[config.mk]
export PLATFORM = sky130hd
export DESIGN_NAME = breadboard_inverse_scanner
export DESIGN_NICKNAME = d
export VERILOG_FILES = /design/src/rtl/breadboard_inverse_scanner_pkg.sv /design/src/rtl/breadboard_code_table.sv /design/src/rtl/breadboard_inverse_scanner.sv
export SDC_FILE = /design/constraint.sdc
export NUM_CORES = 1
export LEC_CHECK = 0
export CAP_MARGIN = 10
export CORE_UTILIZATION = 40
export DETAILED_ROUTE_END_ITERATION = 8
export PLACE_DENSITY_LB_ADDON = 0.12
export SLEW_MARGIN = 10
export SYNTH_ARGS = -nofsm -noshare
export SYNTH_HDL_FRONTEND = slang
export SYNTH_SLANG_ARGS = --single-unit
[constraint.sdc]
create_clock -name clk -period 2.2 [get_ports clk]
set_input_delay 0.44 -clock clk [delete_from_list [all_inputs] [get_ports clk]]
set_output_delay 0.44 -clock clk [all_outputs]
set_load 0.02 [all_outputs]
[src/rtl/breadboard_inverse_scanner_pkg.sv]
// Shared definitions for the breadboard inverse scanner.
// Holds the scanner state enumeration, the code/index widths, the table
// depth, and the bit position of each breadboard drive line within the
// 4-bit input index (w is the MSB, z the LSB).
package breadboard_inverse_scanner_pkg;

  localparam int unsigned CODE_W      = 10;
  localparam int unsigned IDX_W       = 4;
  localparam int unsigned TABLE_DEPTH = 16;

  // Position of each drive line within the input index.
  localparam int unsigned DRV_W_BIT = 3;
  localparam int unsigned DRV_X_BIT = 2;
  localparam int unsigned DRV_Y_BIT = 1;
  localparam int unsigned DRV_Z_BIT = 0;

  typedef enum logic [2:0] {
    ST_IDLE,
    ST_DRIVE,
    ST_SETTLE,
    ST_CAPTURE,
    ST_READY,
    ST_SEARCH,
    ST_RESPOND
  } scan_state_t;

endpackage

[src/rtl/breadboard_code_table.sv]
// 16 x CODE_W register file holding the captured breadboard responses.
// Ports:
//   clk        - system clock
//   i_wr_en    - write strobe (capture)
//   i_wr_idx   - write index
//   i_wr_data  - captured response
//   i_rd_idx   - read index (scan)
//   o_rd_data  - registered read data, one cycle after i_rd_idx
// Contents are not reset; the owner tracks validity separately.
module breadboard_code_table
  import breadboard_inverse_scanner_pkg::*;
#(
  parameter int unsigned DATA_W = CODE_W,
  parameter int unsigned ADDR_W = IDX_W
) (
  input  logic              clk,
  input  logic              i_wr_en,
  input  logic [ADDR_W-1:0] i_wr_idx,
  input  logic [DATA_W-1:0] i_wr_data,
  input  logic [ADDR_W-1:0] i_rd_idx,
  output logic [DATA_W-1:0] o_rd_data
);

  logic [DATA_W-1:0] r_mem [2**ADDR_W];
  logic [DATA_W-1:0] r_rd_data;

  always_ff @(posedge clk) begin
    if (i_wr_en) begin
      r_mem[i_wr_idx] <= i_wr_data;
    end
    r_rd_data <= r_mem[i_rd_idx];
  end

  assign o_rd_data = r_rd_data;

endmodule

[src/rtl/breadboard_inverse_scanner.sv]
// Breadboard inverse scanner.
// Sweeps all 16 input combinations onto w,x,y,z, captures each response
// into a table, then answers queries mapping a response code back to the
// lowest input index that produced it (plus hit / aliased-code flags).
// Ports:
//   clk, rst_n            - clock, asynchronous active-low reset
//   start                 - pulse: (re)build the table (IDLE/READY only)
//   w, x, y, z            - breadboard drive (index bits 3..0)
//   resp                  - breadboard outputs r0..r9
//   table_valid           - table fully built
//   sweep_done            - one-cycle pulse after the last capture
//   q_valid/q_ready/q_code           - query channel
//   res_valid/res_ready/res_hit/res_idx/res_multi - result channel
module breadboard_inverse_scanner
  import breadboard_inverse_scanner_pkg::*;
#(
  parameter int unsigned SETTLE_CYCLES = 3
) (
  input  logic              clk,
  input  logic              rst_n,
  input  logic              start,
  output logic              w,
  output logic              x,
  output logic              y,
  output logic              z,
  input  logic [CODE_W-1:0] resp,
  output logic              table_valid,
  output logic              sweep_done,
  input  logic              q_valid,
  output logic              q_ready,
  input  logic [CODE_W-1:0] q_code,
  output logic              res_valid,
  input  logic              res_ready,
  output logic              res_hit,
  output logic [IDX_W-1:0]  res_idx,
  output logic              res_multi
);

  localparam logic [3:0]     SETTLE_LOAD = 4'(SETTLE_CYCLES - 1);
  localparam logic [IDX_W:0] SCAN_LAST   = (IDX_W+1)'(TABLE_DEPTH);

  scan_state_t       r_state;
  scan_state_t       w_next;

  logic [IDX_W-1:0]  r_idx;
  logic [3:0]        r_settle;
  logic [IDX_W-1:0]  r_drive;
  logic              r_table_valid;
  logic              r_sweep_done;
  logic [CODE_W-1:0] r_q_code;
  logic [IDX_W:0]    r_scan_cnt;
  logic              r_hit;
  logic              r_multi;
  logic [IDX_W-1:0]  r_res_idx;

  logic [CODE_W-1:0] w_rd_data;
  logic [IDX_W-1:0]  w_cmp_idx;
  logic              w_match;
  logic              w_scan_last;
  logic              w_last_entry;

  breadboard_code_table #(
    .DATA_W (CODE_W),
    .ADDR_W (IDX_W)
  ) u_table (
    .clk       (clk),
    .i_wr_en   (r_state == ST_CAPTURE),
    .i_wr_idx  (r_idx),
    .i_wr_data (resp),
    .i_rd_idx  (r_scan_cnt[IDX_W-1:0]),
    .o_rd_data (w_rd_data)
  );

  // The read port is registered, so while scanning the data on w_rd_data
  // belongs to entry r_scan_cnt-1; count 0 only primes the read and count
  // 16 compares the final entry (its low bits wrap to 0, minus one = 15).
  assign w_cmp_idx    = r_scan_cnt[IDX_W-1:0] - IDX_W'(1);
  assign w_scan_last  = (r_scan_cnt == SCAN_LAST);
  assign w_match      = (r_state == ST_SEARCH) && (r_scan_cnt != '0) &&
                        (w_rd_data == r_q_code);
  assign w_last_entry = (r_idx == '1);

  always_ff @(posedge clk or negedge rst_n) begin
    if (!rst_n) begin
      r_state <= ST_IDLE;
    end else begin
      r_state <= w_next;
    end
  end

  always_comb begin
    w_next = r_state;
    case (r_state)
      ST_IDLE:    if (start) w_next = ST_DRIVE;
      ST_DRIVE:   w_next = ST_SETTLE;
      ST_SETTLE:  if (r_settle == '0) w_next = ST_CAPTURE;
      ST_CAPTURE: w_next = w_last_entry ? ST_READY : ST_DRIVE;
      ST_READY: begin
        if (start) begin
          w_next = ST_DRIVE;
        end else if (q_valid) begin
          w_next = ST_SEARCH;
        end
      end
      ST_SEARCH:  if (w_scan_last) w_next = ST_RESPOND;
      ST_RESPOND: if (res_ready) w_next = ST_READY;
      default:    w_next = ST_IDLE;
    endcase
  end

  always_ff @(posedge clk or negedge rst_n) begin
    if (!rst_n) begin
      r_idx         <= '0;
      r_settle      <= '0;
      r_drive       <= '0;
      r_table_valid <= 1'b0;
      r_sweep_done  <= 1'b0;
      r_q_code      <= '0;
      r_scan_cnt    <= '0;
      r_hit         <= 1'b0;
      r_multi       <= 1'b0;
      r_res_idx     <= '0;
    end else begin
      r_sweep_done <= 1'b0;
      case (r_state)
        ST_IDLE: begin
          if (start) begin
            r_idx         <= '0;
            r_table_valid <= 1'b0;
          end
        end
        ST_DRIVE: begin
          r_drive  <= r_idx;
          r_settle <= SETTLE_LOAD;
        end
        ST_SETTLE: begin
          if (r_settle != '0) begin
            r_settle <= r_settle - 4'd1;
          end
        end
        ST_CAPTURE: begin
          if (w_last_entry) begin
            r_sweep_done  <= 1'b1;
            r_table_valid <= 1'b1;
            r_drive       <= '0;
          end else begin
            r_idx <= r_idx + IDX_W'(1);
          end
        end
        ST_READY: begin
          if (start) begin
            r_idx         <= '0;
            r_table_valid <= 1'b0;
          end else if (q_valid) begin
            r_q_code   <= q_code;
            r_scan_cnt <= '0;
            r_hit      <= 1'b0;
            r_multi    <= 1'b0;
            r_res_idx  <= '0;
          end
        end
        ST_SEARCH: begin
          r_scan_cnt <= r_scan_cnt + (IDX_W+1)'(1);
          if (w_match) begin
            if (!r_hit) begin
              r_hit     <= 1'b1;
              r_res_idx <= w_cmp_idx;
            end else begin
              r_multi <= 1'b1;
            end
          end
        end
        default: ;
      endcase
    end
  end

  assign w           = r_drive[DRV_W_BIT];
  assign x           = r_drive[DRV_X_BIT];
  assign y           = r_drive[DRV_Y_BIT];
  assign z           = r_drive[DRV_Z_BIT];
  assign table_valid = r_table_valid;
  assign sweep_done  = r_sweep_done;
  assign q_ready     = (r_state == ST_READY);
  assign res_valid   = (r_state == ST_RESPOND);
  assign res_hit     = r_hit;
  assign res_idx     = r_res_idx;
  assign res_multi   = r_multi;

endmodule

==> results.md, run 1 <==
- Global-route congestion overflow total: 0
- Critical path class: flop to output pin
- Utilization of the core after routing: 49.1%
- DIE WIDTH: 147 um
- Clock Pin Slew Worst Setup and Hold Paths: 60 ps
- DP Wirelength: 10.6 mm
- Mapped Area: 8360 sq um
- Nets: 560
- Startpoint type of the worst setup path: flop
- Placed Cells incl. Taps: 771
- Post-synthesis sequential area ratio: 71.3%
- VDD IR max: 558 uV
- Share of synthesized flip-flops with an asynchronous set or reset: 18.3%
- Share of post-route cells with drive strength above 1: 21.4%
- Antenna cell count: 0
- Worst-path fanout max: 13
- Number of nets produced by synthesis: 483
- Number of global-route vias before repair: 4512
- Count of synthesis-stage warnings from yosys: 0
- Initial drt markers: 221
- Count of vias placed by the detailed router: 4266
- Internal: 8.23 mW
- RSZ-0062 raised after global routing: false
- Number of buffers added for setup after CTS: 0
- EDFF count, synth: 160
- Relative area change from synthesis to final layout: 19.7%
- Synthesized instance count: 449
- Number of placed I/O pins: 39
- Routed wire length: 17.6 mm
- Min-delay worst type: input port to async pin
- Critical Path AT: 1590 ps
- Power density of the placed cells: 1140 nW/um^2
- First-pass detailed-route iteration total: 4
- Post-route fraction of the period consumed by the critical path: 92.1%
- Switching component of the power: 3.18 mW
- Slew at the pin with the worst max-slew slack: 656 ps
- H-tree levels: 1
- Number of routed nets with antenna violations: 0
- Sum of negative setup slack: 0 ps
- Worst Setup End Kind: output pin
- Max Clock Skew: 15.5 ps
- Placement row count: 52
- Initial core utilization: 41.0%
- Final instance area: 10000 sq um
- Number of remaining DRC errors: 0
- CTS Sinks: 208
- Leak pwr: 3.52 nW
- Data required time of the worst path: 1760 ps
- Root buffer cell: clkbuf_16
- Total power: 11.4 mW
- Relative slew margins: 55.6%
- Post-Layout Cell Count: 812
- Register bit count reported by yosys: 208
- Combinational share of power: 25.2%
- Final critical delay including setup and external delays: 2030 ps
- DR vias/cell: 5.25
- Count of input and output buffers: 38
- Share of power burned in the clock network: 31.2%
- Unique masters post-synth: 46
- Count of filler cells inserted in the layout: 1684
- Hold Vio Cnt, Final: 0
- Clock Latency Late Sink: 510 ps
- Wire length of the first global-routing pass: 27.3 mm
- Routed len/inst: 21.6 um
- Overall routing resource usage: 17.2%
- Setup violation total in the final timing report: 0
- RD Place Congestion: 0.708
- Reg power frac: 43.6%
- Fin. max-slew vios: 0
- Number of max-cap violations: 0
- Net Sw Frac: 27.8%
- Post-Synthesis Mean Instance Area: 18.6 sq um
- Die area: 21500 sq um
- Num CTS Buffers: 22
- Result of the run: finished, final reports clean
- Core Area: 20400 sq um
- Vert. Die Dim: 147 um
- Max Root-Sink Buffers: 3
- Top flip-flop cell by instance count after synthesis: edfxtp_1
- Achievable Freq: 0.494 GHz
- Antenna violations before repair: 0
- Maximum number of pins on one net before global-route repair: 42
- TritonCTS clock tree: done
- Placed Area: 9280 sq um
## worst paths after layout
check                         startpoint          end  slack, ps  cells past startpoint
hold reg to reg              table_valid  table_valid        500                      1
setup / recovery              r_state[0]      q_ready        170                      3
setup reg to reg           r_scan_cnt[1]    res_multi        290                      5
min in group clk             table_valid  table_valid        500                      1
max in group asynchronous          rst_n  r_q_code[2]       1290                      3
hold / removal                     rst_n  r_settle[3]        400                      2
## layout make-up
class / count / area, sq um / share of cell area, %
Clock buffer: 35 / 681 / 6.81
Clock inverter: 5 / 33.8 / 0.338
Inverter: 7 / 26.3 / 0.263
Multi-Input combinational cell: 214 / 2250 / 22.5
Sequential cell: 208 / 5960 / 59.6
Tap cell: 270 / 338 / 3.38
Timing Repair Buffer: 73 / 713 / 7.13
## worst max-delay path, cell delays in order (launching register included)
cell,delay [ps]
dfrtp_2,480
nor2_1,150
and2_1,130
dlygate4sd2_1,320
## cells in the mapped netlist, drive strengths merged (6+ instances only)
master,count,area [sq um]
dfrtp,38,951
edfxtp,160,4800
mux2i,10,100
inv,7,26.3
nor2,18,67.6
nand3,11,55.1
clkbuf,9,33.8
nor3,6,30.0
nand2,30,113
buf,11,96.3
dfxtp,10,200
xnor2,11,96.3
mux2,10,113
ha,9,113
mux4,47,1120
o21ai,14,70.1
## stage by stage
stage,worst slack [ps],hold slack [ps]
after floorplan,126,144
after global placement,277,399
after detailed placement,284,401
after CTS,153,403
after global routing,31.6,426
final,174,400
## layer usage
layer / GRT usage (%) / wire, um / up-vias
li1: - / - / 1937
met1: 22.9 / 7590 / 2210
met2: 29.3 / 8780 / 89
met3: 2.66 / 756 / 30
met4: 5.26 / 436 / 0
met5: 0 / 0 / -
## power by group through the flow
| stage | sequential [mW] | combinational, mW | clock, mW |
|---|---|---|---|
| floorplan | 4.89 | 2.19 | 0 |
| global placement | 5.04 | 2.89 | 0 |
| detailed placement | 5.05 | 2.94 | 0 |
| CTS | 4.97 | 2.96 | 3.67 |
| global route | 5.02 | 3.16 | 3.80 |
| finish | 4.97 | 2.88 | 3.56 |
## what timing repair did
item	in CTS	in global routing
endpoints found under the hold margin	16	0
hold buffers	1	0
resized for setup	5	0
setup endpoints to repair	2	0
## flip-flops by register name, summed over array words and instances, names as in the netlist
| name | flops |
|---|---|
| res_idx | 4 |
| r_scan_cnt | 5 |
| r_q_code | 10 |
| r_drive | 4 |
| res_multi | 1 |
| table_valid | 1 |
| r_idx | 4 |
| u_table.r_mem | 160 |
| res_hit | 1 |
| sweep_done | 1 |
| r_settle | 4 |
| r_state | 3 |
| u_table.o_rd_data | 10 |
## placed cells by master (no fill, tap or decap), drive strengths merged, types with 11 or more instances in the layout
cell           count
nand3             11
o21ai             14
mux4              47
dfrtp             38
clkdlybuf4s50     35
nand2             30
buf               35
nor2              18
edfxtp           160
xnor2             11
clkbuf            35
## kinds of logic after synthesis
group	after synthesis	share of synthesized area (%)
buffers and inverters	27	1.87
muxes	67	15.9
DFF	208	71.3
AOI/OAI and AO/OA	35	2.64
xor gates and xnor gates	16	1.68
adders and majority gates	9	1.35
and+or+nand+nor	87	5.27
Note: power is estimated with default switching activity, not from simulation.
==> run 2: changes to the inputs <==
- ABC_AREA: not set -> 0
- SLEW_MARGIN: 10 -> 20
==> results of run 2 <==
No change in the layout: final DEF, timing and power equal those of run 1.
==> run 3: changes to the inputs <==
- CTS_CLUSTER_DIAMETER: not set -> 200
==> results of run 3 <==
No change in the layout: final DEF, timing and power equal those of run 1.
